<file path="src/rtl/alu_issue_stage.sv">
// Operand/issue sequencer for the 16-bit ALU: one instruction in flight,
// IDLE -> EXEC -> WB, with an 8 x 16 register file (r0 reads as zero).
module alu_issue_stage #(
    parameter int NREGS = 8,
    parameter int AW    = $clog2(NREGS)
) (
    input  logic          clk,
    input  logic          rst_n,
    input  logic          instr_valid,
    output logic          instr_ready,
    input  logic [3:0]    instr_op,
    input  logic [AW-1:0] instr_rd,
    input  logic [AW-1:0] instr_rs,
    input  logic [AW-1:0] instr_rt,
    input  logic          instr_imm_en,
    input  logic [15:0]   instr_imm,
    input  logic          instr_half,
    input  logic          instr_byte,
    output logic [15:0]   alu_a,
    output logic [15:0]   alu_b,
    output logic          alu_subtract,
    output logic          alu_mult,
    output logic          alu_and,
    output logic          alu_or,
    output logic          alu_xor,
    output logic          alu_not,
    output logic          alu_l_shift,
    output logic          alu_r_shift,
    output logic          alu_half_mode,
    output logic          alu_bytewise_mode,
    input  logic [15:0]   alu_sum,
    input  logic          alu_cout,
    input  logic          alu_z,
    output logic          flag_c,
    output logic          flag_z,
    output logic          done,
    input  logic [AW-1:0] dbg_addr,
    output logic [15:0]   dbg_data
);

    // state | meaning
    // IDLE  | ready for a new instruction
    // EXEC  | operands on ALU inputs, ALU settling
    // WB    | result captured, write-back on next edge
    typedef enum logic [1:0] {
        IDLE = 2'd0,
        EXEC = 2'd1,
        WB   = 2'd2
    } state_t;

    state_t state_q, state_d;

    logic [15:0]   regs [NREGS];
    logic [3:0]    op_q;
    logic [AW-1:0] rd_q;
    logic [15:0]   sum_q;
    logic          cout_q, z_q;
    logic [7:0]    sel_q, sel_d;
    logic [15:0]   a_d, b_d, rs_data, rt_data;
    logic          half_d, byte_d;
    logic          wr_en, flag_en;

    assign rs_data  = (instr_rs == '0) ? 16'h0000 : regs[instr_rs];
    assign rt_data  = (instr_rt == '0) ? 16'h0000 : regs[instr_rt];
    assign dbg_data = (dbg_addr == '0) ? 16'h0000 : regs[dbg_addr];

    assign {alu_subtract, alu_mult, alu_and, alu_or,
            alu_xor, alu_not, alu_l_shift, alu_r_shift} = sel_q;

    always_comb begin
        sel_d  = 8'h00;
        a_d    = rs_data;
        b_d    = instr_imm_en ? instr_imm : rt_data;
        half_d = instr_half;
        byte_d = instr_byte;
        case (instr_op)
            4'd0:       sel_d = 8'b0000_0000;
            4'd1, 4'd9: sel_d = 8'b1000_0000;
            4'd2:       sel_d = 8'b0100_0000;
            4'd3:       sel_d = 8'b0010_0000;
            4'd4:       sel_d = 8'b0001_0000;
            4'd5:       sel_d = 8'b0000_1000;
            4'd6:       sel_d = 8'b0000_0100;
            4'd7:       sel_d = 8'b0000_0010;
            4'd8:       sel_d = 8'b0000_0001;
            4'd10: begin
                b_d    = 16'h0000;
                half_d = 1'b0;
                byte_d = 1'b0;
            end
            4'd11: begin
                a_d    = 16'h0000;
                b_d    = instr_imm;
                half_d = 1'b0;
                byte_d = 1'b0;
            end
            default: begin
                half_d = 1'b0;
                byte_d = 1'b0;
            end
        endcase
    end

    always_comb begin
        state_d     = state_q;
        instr_ready = 1'b0;
        case (state_q)
            IDLE: begin
                instr_ready = 1'b1;
                if (instr_valid) state_d = EXEC;
            end
            EXEC:    state_d = WB;
            WB:      state_d = IDLE;
            default: state_d = IDLE;
        endcase
    end

    always_ff @(posedge clk or negedge rst_n) begin
        if (!rst_n) state_q <= IDLE;
        else        state_q <= state_d;
    end

    // CMP and NOP never write; MOV/LDI/NOP leave flags alone
    assign wr_en   = ((op_q <= 4'd8) || (op_q == 4'd10) || (op_q == 4'd11)) && (rd_q != '0);
    assign flag_en = (op_q <= 4'd9);

    always_ff @(posedge clk or negedge rst_n) begin
        if (!rst_n) begin
            for (int i = 0; i < NREGS; i++) regs[i] <= 16'h0000;
            op_q              <= 4'h0;
            rd_q              <= '0;
            sum_q             <= 16'h0000;
            cout_q            <= 1'b0;
            z_q               <= 1'b0;
            alu_a             <= 16'h0000;
            alu_b             <= 16'h0000;
            sel_q             <= 8'h00;
            alu_half_mode     <= 1'b0;
            alu_bytewise_mode <= 1'b0;
            flag_c            <= 1'b0;
            flag_z            <= 1'b0;
            done              <= 1'b0;
        end else begin
            done <= 1'b0;
            case (state_q)
                IDLE: begin
                    if (instr_valid) begin
                        op_q              <= instr_op;
                        rd_q              <= instr_rd;
                        alu_a             <= a_d;
                        alu_b             <= b_d;
                        sel_q             <= sel_d;
                        alu_half_mode     <= half_d;
                        alu_bytewise_mode <= byte_d;
                    end
                end
                EXEC: begin
                    sum_q  <= alu_sum;
                    cout_q <= alu_cout;
                    z_q    <= alu_z;
                end
                WB: begin
                    if (wr_en) regs[rd_q] <= sum_q;
                    if (flag_en) begin
                        flag_c <= cout_q;
                        flag_z <= z_q;
                    end
                    alu_a             <= 16'h0000;
                    alu_b             <= 16'h0000;
                    sel_q             <= 8'h00;
                    alu_half_mode     <= 1'b0;
                    alu_bytewise_mode <= 1'b0;
                    done              <= 1'b1;
                end
                default: ;
            endcase
        end
    end

endmodule

</file>
<file path="config.mk">
export PLATFORM = sky130hd
export DESIGN_NAME = alu_issue_stage
export DESIGN_NICKNAME = d
export VERILOG_FILES = /design/src/rtl/alu_issue_stage.sv
export SDC_FILE = /design/constraint.sdc
export NUM_CORES = 1
export LEC_CHECK = 0
export CORE_ASPECT_RATIO = 0.7
export CORE_UTILIZATION = 40
export DETAILED_ROUTE_END_ITERATION = 10
export GPL_ROUTABILITY_DRIVEN = 0
export PLACE_DENSITY = 0.61
export SETUP_SLACK_MARGIN = 0.05
export SLEW_MARGIN = 20
export SYNTH_ARGS = -nofsm -noshare
export SYNTH_HDL_FRONTEND = slang
export SYNTH_SLANG_ARGS = --single-unit
</file>
<file path="constraint.sdc">
create_clock -name clk -period 3.9 [get_ports clk]
set_clock_uncertainty 0.15 [all_clocks]
set_input_delay 0.78 -clock clk [delete_from_list [all_inputs] [get_ports clk]]
set_output_delay 0.78 -clock clk [all_outputs]
set_load 0.02 [all_outputs]
</file>
======== Word level (Yosys, flattened, before mapping) ========
Cells that the tools add are included.
word-level totals
  input port bits ......................... 56
  ROM bits ................................ 0
  register bits ........................... 200
  latch bits .............................. 0
  memories kept ........................... 0
  memory bits (writable) .................. 0
operators by class
  multiplexer cells ....................... 35
  equality and inequality tests ........... 16
  add/sub/neg operators ................... 0
  bitwise operators ....................... 4
  div/mod/pow operators ................... 0
  shift-type cells ........................ 0
  $mul .................................... 0
  reductions and logical operators ........ 17
  order comparisons ....................... 7
operators by type and width
  kind                                                                          number
  16-bit 2-to-1 mux                                                             14
  16-bit binary-select mux with 3-bit select                                    3
  128-bit bitwise mux                                                           1
  16-bit one-hot mux with 2 select lines                                        3
  8-bit one-hot mux with 8 select lines                                         1
  16-bit demux with 3-bit select                                                1
  4-bit equality test, second input constant                                    6
  4-bit by 3-bit equality test with 1-bit output, second input constant         4
  4-bit >= comparator, second input constant                                    4
  3-bit NOT with 4-bit output                                                   4
  8-bit one-hot mux with 2 select lines                                         1
  10-bit OR reduction                                                           1
  3-bit logical NOT                                                             3
  4-bit by 2-bit equality test with 1-bit output, second input constant         2
  4-bit less-or-equal comparator, second input constant                         2
  8-bit 2-to-1 mux                                                              1
  2-bit AND reduction                                                           4
  1-bit 2-to-1 mux                                                              6
  4-bit by 1-bit equality test with 1-bit output, second input constant         1
  4-bit logical NOT                                                             1
  4-bit by 1-bit less-than comparator with 1-bit output, second input constant  1
  1-bit one-hot mux with 2 select lines                                         2
  2-bit one-hot mux with 2 select lines                                         1
  3-bit nonzero test                                                            1
  9 further kinds                                                               11

======== Depth between registers and ports, before layout ========
  depth after elaboration ................. 9
  mapped depth ............................ 7
  depth with buffers taken out ............ 6

======== Worst setup path after synthesis ========
No wires, ideal clock.
  path type ............................... input port to output port
  start ................................... in dbg_addr[1]
  end ..................................... out dbg_data[15]
  stages on the path ...................... 6
  arrival time ............................ 2.087 ns
  data required time ...................... 2.970 ns
  slack ................................... 0.883 ns
  path buffers ............................ 3
  path through ............................ clkbuf_1 nor2b_1 clkbuf_1 buf_2 a22oi_1 o21ai_0
on the way
  longest elaborated chain between the ends .. 5
  elaborated cells on any way between the ends .. 6
ends and longest elaborated chain
  what                                                  RTL line  RTL
  start, declared                                       37        input logic [AW-1:0] dbg_addr,
  3-bit NOT with 4-bit output (not written as such)     65        assign dbg_data = (dbg_addr == '0) ? 16'h0000 : regs[dbg_addr];
  16-bit binary-select mux with 3-bit select            65
  16-bit 2-to-1 mux (not written as such) (2 in a row)  65
  16-bit 2-to-1 mux *                                   65
  end, declared                                         38        output logic [15:0] dbg_data
Mark *: on every way between the ends. The rest lies on a longest branch, timed or not. The select of a mux whose other input is x is not followed.

======== Worst setup path in the final report ========
  start ................................... in dbg_addr[1]
  end ..................................... out dbg_data[13]
The elaborated chain is that of the path after synthesis.

==> results.ini <==
[routing]
wl_per_cell_um=23.8
first_pass_iters=5
vias=7230
ant_nets=0
finalWirelength_mm=29.7
viasPerCell=5.79
first_iter_violations=495
drc_errors=0

[global_route]
grt_max_degree=56
overflow=0
gr-usage-met3_pct=6.59
grt_pass1_wl_mm=45.4
grt_pass1_vias=7166
gr-usage-met2_pct=33.7
antenna_found_initial=0
met1_usage_pct=37.1
track_usage_pct=24.1
busiest_layer=met1

[clock_tree]
clk_path_buf_depth=2
path_clk_slew_ns=0.07
clock_sinks=184
clkLatencyLatePin_ns=0.45
h-tree-depth=4
numCtsBuffers=17
root_buffer=clkbuf_16
holdBufCountCts=0
cts_tree=done

[critical_path]
arrival_ns=2.91
timing.rr.end=regs[45]$_DFFE_PN0P_
endpoint_kind=primary output
worstSetupStartpointType=input pin
timing.rr.start=op_q[0]$_DFFE_PN0P_
cp_max_fo=9
reg2reg_depth=4
critPathKind=input pin to primary output
reg2reg_setup_slack_ns=1.61
worstPathRequired_ns=2.97

[timing]
slew_headroom_pct=38.4
hold_viol=0
tns_ns=0
finalWorstSetupSlack_ns=0.0606
holdWs_ns=0.149
fin_crit_sh_pct=98.4
tightestPinTransition_ns=0.922
clock.fmax_mhz=260
finalSetupViolCount=0
fin_crit_ns=3.84
final_max_slew_viol_count=0
rsz0062_at_grt=false

[place]
placedInstanceArea_mm2=0.0116
place_ws_ns=0.0958
hpwl_mm=19.9
io_buffers=117
place_inst=1216

[finish]
multi_input_area_mm2=0.00504
nets=966
seqCellArea_mm2=0.00460
antenna_cells=0
area_growth_pct=21.7
stdcell_area_mm2=0.0122
final_cells=1248
layout-drive-gt1-share_pct=32.3
fillers=2247

[outcome]
outcome=completed

[min_path]
hp-class=input pin to async pin

[synth]
yosysSeqAreaShare_pct=45.9
synth_compound_area_share_pct=10.3
yosys.area_share.simple_pct=7.53
ys_top_cells_by_area=dfrtp_1 (46%), mux2_2 (15%), mux4_2 (7.6%), mux2_4 (6.0%), mux2i_1 (3.6%)
ys_ff_latch=184
syn-cell-area_mm2=0.0100
synth_top_family_by_area=multiplexers
yosys.area.top_type=dfrtp_1
yosys_warnings=0
syn_avg_cell_area_um2=12.7
netlist_instances=791
synth_top_area_share_pct=45.9
synth_xor_area_share_pct=0
synth_nets=847
muxShareOfSynthArea_pct=32.4
synth_cell_types=47
synth_fa_ha_area_share_pct=0

[flow_run]
drv_cap=0

[pwr]
power.internal_uw=5050
clockPowerShare_pct=22.1
ir_worst_vdd_mv=0.368
switchingPower_uw=2690
switching_share_pct=34.7
p_leak_uw=0.00537
pwr-share-comb_pct=33.6
seqPwrFrac_pct=44.3
power_density_mw_per_mm2=634

[floorplan]
fp.dieArea_mm2=0.0257
die_w_um=191
ios=118
num_rows=48
core_mm2=0.0246
dieHeight_um=134
start_util_pct=40.7

-- placed cells by master, fill, tap and decap left out, drive strengths merged, types with 6 or more instances in the layout --
master / count
a221oi: 31
o22ai: 6
mux4: 34
nand2: 69
nand2b: 6
buf: 46
a22o: 7
dfrtp: 184
a2111oi: 7
o31ai: 17
nor2b: 24
nor2: 17
nand3: 9
o21ai: 38
clkdlybuf4s50: 111
mux2i: 36
a21oi: 22
inv: 21
mux2: 175
clkbuf: 19
-- logic make-up (layout without fill, tap and decap cells) --
| family | Yosys count | count (layout) |
|---|---|---|
| and+or+nand+nor | 139 | 139 |
| AOI/OAI and AO/OA | 147 | 147 |
| buffers and inverters | 76 | 208 |
| DFF | 184 | 184 |
| muxes | 245 | 245 |
-- power by group through the flow --
stage | sequential (µW) | combinational (µW) | clock, µW
2_1_floorplan | 3230 | 1730 | 0
3_3_place_gp | 3410 | 2560 | 0
3_5_place_dp | 3430 | 2590 | 0
4_1_cts | 3390 | 2610 | 1730
5_1_grt | 3530 | 2800 | 1810
6_report | 3430 | 2600 | 1710
-- routing by layer --
layer	routed length, µm	up-vias
met5	0	-
met4	284	0
li1	-	3205
met2	12600	265
met1	14600	3740
met3	2210	20
-- state kept, by name, summed over array words and instances (netlist names) --
signal and count:
flag_z 1, alu_a 16, rd_q 3, flag_c 1, alu_half_mode 1, alu_b 16, op_q 4, sum_q 16
regs 112, done 1, cout_q 1, z_q 1, alu_bytewise_mode 1, state_q 2, sel_q 8
-- critical path, stage by stage --
cell and delay [ns]:
clkdlybuf4s50_1 0.55, buf_4 0.23, mux2_2 0.35, a221oi_1 0.26, a21oi_1 0.14, clkdlybuf4s50_1 0.59
-- synth_stat cells, drive strengths merged --
cell type,n
a2111oi,7
a211oi,2
a21oi,22
a221o,3
a221oi,31
a22o,7
a22oi,5
a2bb2oi,1
a31oi,1
a32o,2
and2,1
and2b,1
and3,1
and3b,1
buf,34
clkbuf,24
dfrtp,184
inv,18
mux2,175
mux2i,36
mux4,34
nand2,69
nand2b,6
nand3,9
nand3b,1
nand4,3
nand4b,2
nor2,17
nor2b,24
nor3,1
nor3b,1
o2111a,1
o21a,2
o21ai,38
o21bai,1
o22ai,6
o2bb2ai,1
o31ai,17
or2,1
or4,1
-- cell type report --
type / instances / area share, %
Multi-Input combinational cell: 531 / 41.3
Sequential cell: 184 / 37.7
Timing Repair Buffer: 158 / 12.4
Clock buffer: 19 / 3.63
Tap cell: 325 / 3.33
Clock inverter: 13 / 0.995
Inverter: 18 / 0.554
-- through the flow --
step,power (µW),utilization [%]
3_3_place_gp,5970,47.2
6_report,7740,49.5
3_5_place_dp,6020,47.2
4_1_cts,7740,49.5
2_1_floorplan,4970,-
5_1_grt,8140,49.5
-- worst max path at each step --
| stage | start | end | slack (ns) | cells after the start |
|---|---|---|---|---|
| after floorplan | dbg_addr[1] | dbg_data[15] | 0.88 | 6 |
| after global placement | dbg_addr[1] | dbg_data[12] | 0.15 | 6 |
| after detailed placement | dbg_addr[1] | dbg_data[13] | 0.1 | 6 |
| after CTS | dbg_addr[1] | dbg_data[13] | 0.09 | 6 |
| after global routing | dbg_addr[1] | dbg_data[13] | 0.05 | 6 |
| final | dbg_addr[1] | dbg_data[13] | 0.06 | 6 |
-- repair_timing --
item,CTS,global route
resized for setup,0,1
setup buffers,0,0
setup endpoints to repair,0,1
Power figures use the tool's default switching activity.
